### src/rtl/conv_cnt_sequencer_pkg.sv
// Shared control definitions for the conv datapath sequencer and its decoders.
package conv_ctrl_pkg;

  localparam int unsigned CNT_W      = 5;
  localparam int unsigned LAST_CNT   = 24;
  // Decoders take cnt directly as their select code, so their code width tracks CNT_W.
  localparam int unsigned DEC_CODE_W = CNT_W;

  typedef enum logic [1:0] {
    IDLE,
    RUN,
    DRAIN,
    DONE
  } state_t;

endpackage

### src/rtl/conv_cnt_sequencer_if.sv
// Control/status bundle between the top-level control FSM and the sequencer.
interface conv_cnt_sequencer_if #(
  parameter int unsigned CNT_W  = conv_ctrl_pkg::CNT_W,
  parameter int unsigned PASS_W = 2
);

  logic              start;
  logic              stall;
  logic              abort;
  logic [CNT_W-1:0]  cnt;
  logic              cnt_valid;
  logic [PASS_W-1:0] pass_idx;
  logic              busy;
  logic              done;

  // Control FSM side: issues commands, observes progress.
  modport master (
    output start, stall, abort,
    input  cnt, cnt_valid, pass_idx, busy, done
  );

  // Sequencer side.
  modport slave (
    input  start, stall, abort,
    output cnt, cnt_valid, pass_idx, busy, done
  );

endinterface

### src/rtl/conv_cnt_sequencer_counter.sv
// Modulo counter 0..MAX with synchronous clear; wrap flags the terminal count.
module mod_counter #(
  parameter int unsigned MAX = 24,
  parameter int unsigned W   = 5
) (
  input  logic         clk,
  input  logic         rst_n,
  input  logic         en,
  input  logic         clr,
  output logic [W-1:0] q,
  output logic         wrap
);

  assign wrap = (q == W'(MAX));

  // Count register: clear wins over enable; rolls to 0 after MAX.
  always_ff @(posedge clk or negedge rst_n) begin
    if (!rst_n) begin
      q <= '0;
    end else if (clr) begin
      q <= '0;
    end else if (en) begin
      q <= wrap ? '0 : q + 1'b1;
    end
  end

endmodule

### src/rtl/conv_cnt_sequencer.sv
// Step-count sequencer: NUM_PASS passes of cnt 0..LAST_CNT, stall/abort, pipeline drain, done pulse.
module conv_cnt_sequencer #(
  parameter int unsigned CNT_W    = conv_ctrl_pkg::CNT_W,
  parameter int unsigned LAST_CNT = conv_ctrl_pkg::LAST_CNT,
  parameter int unsigned NUM_PASS = 4,
  parameter int unsigned PASS_W   = 2,
  parameter int unsigned PIPE_LAT = 3
) (
  input logic                 clk,
  input logic                 rst_n,
  conv_cnt_sequencer_if.slave ctl
);

  import conv_ctrl_pkg::state_t;
  import conv_ctrl_pkg::IDLE;
  import conv_ctrl_pkg::RUN;
  import conv_ctrl_pkg::DRAIN;
  import conv_ctrl_pkg::DONE;

  localparam int unsigned DRAIN_W = (PIPE_LAT > 1) ? $clog2(PIPE_LAT) : 1;

  state_t              state, state_d;
  logic [DRAIN_W-1:0]  drain_cnt, drain_cnt_d;
  logic                cnt_valid_q, busy_q, done_q;
  logic                cnt_valid_d, busy_d, done_d;

  logic                step_en, pass_en, cnt_clr;
  logic                step_wrap, pass_wrap, job_end;
  logic [CNT_W-1:0]    step_q;
  logic [PASS_W-1:0]   pass_q;

  // Final step of the final pass: cnt must hold LAST_CNT, so the step counter is not
  // allowed to roll over here; the pass counter therefore never wraps either.
  assign job_end = step_wrap & pass_wrap;
  assign step_en = (state == RUN) & ~ctl.stall & ~job_end;
  assign pass_en = step_en & step_wrap;
  assign cnt_clr = ctl.abort | (state == IDLE) | (state == DONE);

  mod_counter #(.MAX(LAST_CNT), .W(CNT_W)) u_step_cnt (
    .clk   (clk),
    .rst_n (rst_n),
    .en    (step_en),
    .clr   (cnt_clr),
    .q     (step_q),
    .wrap  (step_wrap)
  );

  mod_counter #(.MAX(NUM_PASS - 1), .W(PASS_W)) u_pass_cnt (
    .clk   (clk),
    .rst_n (rst_n),
    .en    (pass_en),
    .clr   (cnt_clr),
    .q     (pass_q),
    .wrap  (pass_wrap)
  );

  // State, drain counter and registered status flags.
  always_ff @(posedge clk or negedge rst_n) begin
    if (!rst_n) begin
      state       <= IDLE;
      drain_cnt   <= '0;
      cnt_valid_q <= 1'b0;
      busy_q      <= 1'b0;
      done_q      <= 1'b0;
    end else begin
      state       <= state_d;
      drain_cnt   <= drain_cnt_d;
      cnt_valid_q <= cnt_valid_d;
      busy_q      <= busy_d;
      done_q      <= done_d;
    end
  end

  // Next-state logic; status flags are derived from the next state so they register with it.
  always_comb begin
    state_d     = state;
    drain_cnt_d = drain_cnt;
    case (state)
      IDLE: begin
        if (ctl.start) state_d = RUN;
      end
      RUN: begin
        if (!ctl.stall && job_end) begin
          state_d     = (PIPE_LAT == 0) ? DONE : DRAIN;
          drain_cnt_d = '0;
        end
      end
      DRAIN: begin
        if (drain_cnt == DRAIN_W'(PIPE_LAT - 1)) state_d = DONE;
        else                                      drain_cnt_d = drain_cnt + 1'b1;
      end
      DONE: begin
        state_d     = IDLE;
        drain_cnt_d = '0;
      end
      default: state_d = IDLE;
    endcase
    if (ctl.abort) begin
      state_d     = IDLE;
      drain_cnt_d = '0;
    end
    cnt_valid_d = (state_d == RUN) && !((state == RUN) && ctl.stall);
    busy_d      = (state_d == RUN) || (state_d == DRAIN);
    done_d      = (state_d == DONE);
  end

  assign ctl.cnt       = step_q;
  assign ctl.pass_idx  = pass_q;
  assign ctl.cnt_valid = cnt_valid_q;
  assign ctl.busy      = busy_q;
  assign ctl.done      = done_q;

endmodule

### src/flat_wrapper.sv
// flat-port wrapper written by rule: the top's interface ports become plain ports
module conv_cnt_sequencer_flat import conv_ctrl_pkg::state_t; import conv_ctrl_pkg::IDLE; import conv_ctrl_pkg::RUN; import conv_ctrl_pkg::DRAIN; import conv_ctrl_pkg::DONE;
#(
  parameter int unsigned CNT_W    = conv_ctrl_pkg::CNT_W,
  parameter int unsigned LAST_CNT = conv_ctrl_pkg::LAST_CNT,
  parameter int unsigned NUM_PASS = 4,
  parameter int unsigned PASS_W   = 2,
  parameter int unsigned PIPE_LAT = 3
)
  (clk, rst_n, ctl_start, ctl_stall, ctl_abort, ctl_cnt, ctl_cnt_valid, ctl_pass_idx, ctl_busy, ctl_done);
  conv_cnt_sequencer_if #(.CNT_W(CNT_W), .PASS_W(PASS_W)) ctl_i ();
  input logic clk;
  input logic rst_n;
  input wire logic [$bits(ctl_i.start)-1:0] ctl_start;
  input wire logic [$bits(ctl_i.stall)-1:0] ctl_stall;
  input wire logic [$bits(ctl_i.abort)-1:0] ctl_abort;
  output wire logic [$bits(ctl_i.cnt)-1:0] ctl_cnt;
  output wire logic [$bits(ctl_i.cnt_valid)-1:0] ctl_cnt_valid;
  output wire logic [$bits(ctl_i.pass_idx)-1:0] ctl_pass_idx;
  output wire logic [$bits(ctl_i.busy)-1:0] ctl_busy;
  output wire logic [$bits(ctl_i.done)-1:0] ctl_done;
  assign ctl_i.start = ctl_start;
  assign ctl_i.stall = ctl_stall;
  assign ctl_i.abort = ctl_abort;
  assign ctl_cnt = ctl_i.cnt;
  assign ctl_cnt_valid = ctl_i.cnt_valid;
  assign ctl_pass_idx = ctl_i.pass_idx;
  assign ctl_busy = ctl_i.busy;
  assign ctl_done = ctl_i.done;
  conv_cnt_sequencer #(.CNT_W(CNT_W), .LAST_CNT(LAST_CNT), .NUM_PASS(NUM_PASS), .PASS_W(PASS_W), .PIPE_LAT(PIPE_LAT)) u_core (.clk(clk), .rst_n(rst_n), .ctl(ctl_i));
endmodule
### config.mk
export PLATFORM = sky130hd
export DESIGN_NAME = conv_cnt_sequencer_flat
export DESIGN_NICKNAME = d
export VERILOG_FILES = /design/src/rtl/conv_cnt_sequencer_pkg.sv /design/src/rtl/conv_cnt_sequencer_if.sv /design/src/rtl/conv_cnt_sequencer_counter.sv /design/src/rtl/conv_cnt_sequencer.sv /design/src/flat_wrapper.sv
export SDC_FILE = /design/constraint.sdc
export NUM_CORES = 1
export LEC_CHECK = 0
export ABC_AREA = 1
export CORE_MARGIN = 2
export CORE_UTILIZATION = 25
export DETAILED_ROUTE_END_ITERATION = 16
export SLEW_MARGIN = 20
export SYNTH_ARGS = -nofsm -noshare
export SYNTH_HDL_FRONTEND = slang
export SYNTH_SLANG_ARGS = --single-unit
### constraint.sdc
create_clock -name clk -period 2.9 [get_ports clk]
set_input_delay 0.29 -clock clk [delete_from_list [all_inputs] [get_ports clk]]
set_output_delay 0.29 -clock clk [all_outputs]
set_load 0.05 [all_outputs]
==> results.py <==
metrics = {
    "synth": {
        "synth.largest_area_cell": "dfrtp_1",
        "synth_cell_types": 19,
        "postSynthCellCount": 107,
        "mappedNetlistNets": 118,
        "postSynthAreaPerCell_um2": 8.08,
        "mappedNetlistArea_um2": 865,
        "synthesized_flop_and_latch_total": 14,
        "yosysWarnings": 0,
        "ys_seq_area_frac": 0.405,
        "synth-edff-count": 0,
        "post_synth_main_area_contributors": "dfrtp_1 41%, nand2_1 10%, nand3_1 9.8%, ha_1 8.7%, inv_1 4.8%",
        "post-synth-top-count-cell": "nand2_1",
        "postSynth.asyncResetShare": 1.00,
        "synth_flop_cell": "dfrtp_1",
        "synth.top_cell.area_share": 0.405,
        "synth_commonest_cells": "23 x nand2_1, 17 x nand3_1, 14 x dfrtp_1, 11 x inv_1, 9 x nor2_1",
    },
    "sta": {
        "final_setup_violation_count": 0,
        "relSlewSlack": 0.552,
        "part_of_the_cycle_the_worst_path_needs": 0.688,
        "skew_final_ns": 0.00654,
        "final-max-slew-violation-count": 0,
        "setup-tns-final_ns": 0,
        "max_clock_freq_ghz": 0.501,
        "worst_slew_pin_slew_ns": 0.670,
        "hold_violations": 0,
        "rsz0062_at_grt": "no",
        "fin_crit_ns": 1.99,
    },
    "die": {
        "io-pin-count": 15,
        "coreArea_mm2": 0.00334,
        "die_x_um": 62.8,
        "fp.dieH_um": 62.8,
        "die_area_mm2": 0.00394,
        "placement_rows": 21,
        "start_util": 0.259,
    },
    "run_status": {
        "outcome": "finished clean",
    },
    "worst_setup_path": {
        "critical_path_class": "flop to primary output",
        "largest_stage_delay_on_the_critical_path_ns": 0.87,
        "crit_path_cell_chain": "clkdlybuf4s50_1",
        "critPathMaxFanout": 8,
        "reg2reg_depth": 11,
        "family_with_the_most_delay_on_the_worst_path": "buffers and inverters",
        "cp.buffers_inverters": 1,
        "rrSetupSlack_ns": 1.11,
        "critPathRequiredTime_ns": 2.61,
        "endpoint_kind": "primary output",
        "timing.critical_path.depth": 1,
        "worst_setup_path_start_kind": "flop",
        "cp.arrival_ns": 1.70,
        "critical_path.slowest_cell": "clkdlybuf4s50_1",
    },
    "grt": {
        "wire_length_of_the_first_global_routing_pass_um": 2880,
        "grt_antenna_before_repair": 0,
        "maximum_number_of_pins_on_one_net_before_global_route_repair": 15,
        "grt_pass1_vias": 729,
        "globalRouteTotalUtil": 0.0904,
        "grt_remaining_overflow": 0,
    },
    "route": {
        "route.detailed.vias_per_inst": 4.28,
        "post_dr_wirelength_cell_um": 9.79,
        "drc": 0,
        "initial_drt_pass_iterations": 3,
        "drtAntennaViolNets": 0,
        "postRouteWirelength_um": 1650,
        "vias_post_dr": 723,
        "drtIter0Drc": 10,
    },
    "clock_tree": {
        "cts_tree": "done",
        "clkSlewWorstSetupHoldPaths_ns": 0.09,
        "tritoncts.num_buffers": 3,
        "post_cts_hold_buffer_count": 0,
        "post_cts.repair.setup_buffers": 0,
        "ctsResizeCount": 0,
        "cts.htree.levels": 1,
        "ctsLongestPathBuffers": 2,
        "cts.sink_count": 14,
        "clk_latency_ns": 0.29,
        "ctsRootBufferMaster": "clkbuf_4",
    },
    "place": {
        "buffer_ports.inserted": 14,
        "hpwlAfterDp_um": 1340,
        "gp_congestion": 0.821,
    },
    "job": {
        "maxCapViolCount": 0,
    },
    "power_and_ir_drop": {
        "power-per-cell-area_mw_per_mm2": 395,
        "vdd_ir_drop_max_mv": 0.137,
        "p_leak_uw": 0.000528,
    },
    "layout": {
        "syn_to_final_growth_pct": 24.5,
        "antenna_cells": 0,
        "num-nets-final": 135,
        "final_layout_size_suffix_gt1_frac": 0.171,
        "layout.filler_cells": 350,
        "fin_util": 0.322,
    },
    "hold_path": {
        "holdCritPathClass": "input pin to asynchronous set/reset pin",
    },
}
## layer usage
metal | GRT usage | wire, um
met2 | 0.171 | 832
met5 | 0 | 0
met1 | 0.0920 | 714
met4 | 0.0417 | 35
met3 | 0.0234 | 72
## logic make-up after synthesis
kind of cell,Yosys count,synth area share
DFF,14,0.405
adders and majority gates,6,0.0868
and+or+nand+nor,63,0.372
xor gates and xnor gates,2,0.0203
AOI/OAI and AO/OA,2,0.0116
buffers and inverters,20,0.104
## worst reg2reg max path, stage by stage, from the launching register on
cell	delay, ns
dfrtp_1	0.44
inv_1	0.07
ha_1	0.19
nand2_1	0.12
inv_1	0.05
nand3_1	0.11
nand2_1	0.10
nand2_1	0.11
nand2_1	0.06
nor2_1	0.18
ha_1	0.26
inv_1	0.05
## power breakdown
group	internal [uW]	total [uW]	leakage [uW]	switching, uW
combinational	25.2	77.0	0.000315	51.7
sequential	202	207	0.000191	5.65
clock	76.5	140	0.0000210	63.8
total	303	425	0.000528	121
## worst paths after layout
check                                              startpoint                                  to
max in group asynchronous                               rst_n  u_core.u_pass_cnt.q[0]$_DFFE_PN0P_
hold / removal                                          rst_n  u_core.u_step_cnt.q[1]$_DFFE_PN0P_
min in group clk              u_core.drain_cnt[1]$_DFFE_PN0P_     u_core.drain_cnt[1]$_DFFE_PN0P_
setup reg to reg           u_core.u_step_cnt.q[0]$_DFFE_PN0P_           u_core.ctl.busy$_DFF_PN0_
hold reg to reg               u_core.drain_cnt[1]$_DFFE_PN0P_     u_core.drain_cnt[1]$_DFFE_PN0P_
setup / recovery           u_core.u_step_cnt.q[2]$_DFFE_PN0P_                          ctl_cnt[2]
## flip-flops by register name, indices dropped and copies added, names as in the netlist
register and cells:
u_core.state 2, u_core.ctl.busy 1, u_core.ctl.done 1, u_core.u_step_cnt.q 5, u_core.u_pass_cnt.q 2, u_core.drain_cnt 2, u_core.ctl.cnt_valid 1
## final cells by class
| type | instances | area, um^2 | share of cell area |
|---|---|---|---|
| clock buffers | 4 | 36.3 | 0.0337 |
| flip-flops and latches | 14 | 350 | 0.326 |
| repair buffers | 14 | 140 | 0.130 |
| multi-input cells | 73 | 424 | 0.394 |
| well taps | 46 | 57.6 | 0.0535 |
| inverters | 18 | 67.6 | 0.0628 |
## stage by stage
stage               hold WS (ns)  instances  setup WS [ns]  instance area [um^2]  power [uW]
floorplan               -0.00559        107          0.959                   865         263
global placement           0.500        165           1.13                  1040         288
detailed placement         0.502        165           1.07                  1040         289
CTS                        0.415        169          0.898                  1080         432
global route               0.446        169          0.844                  1080         449
finish                     0.406        169          0.905                  1080         425
## cells in the final DEF, fill, tap and decap left out
cell type        count
nand2_1             23
inv_1               11
nand3_2              1
nand2_2              6
nor3_1               1
clkdlybuf4s50_1     14
xnor2_1              1
inv_2                7
xor2_1               1
o21ai_1              1
clkbuf_8             1
nor2_1               9
nor3_4               1
o21ai_0              1
ha_1                 6
nor2_4               1
nand4_1              3
clkbuf_4             3
nand3_4              1
dfrtp_1             14
nand3_1             17
(Power assumes the default switching activity.)
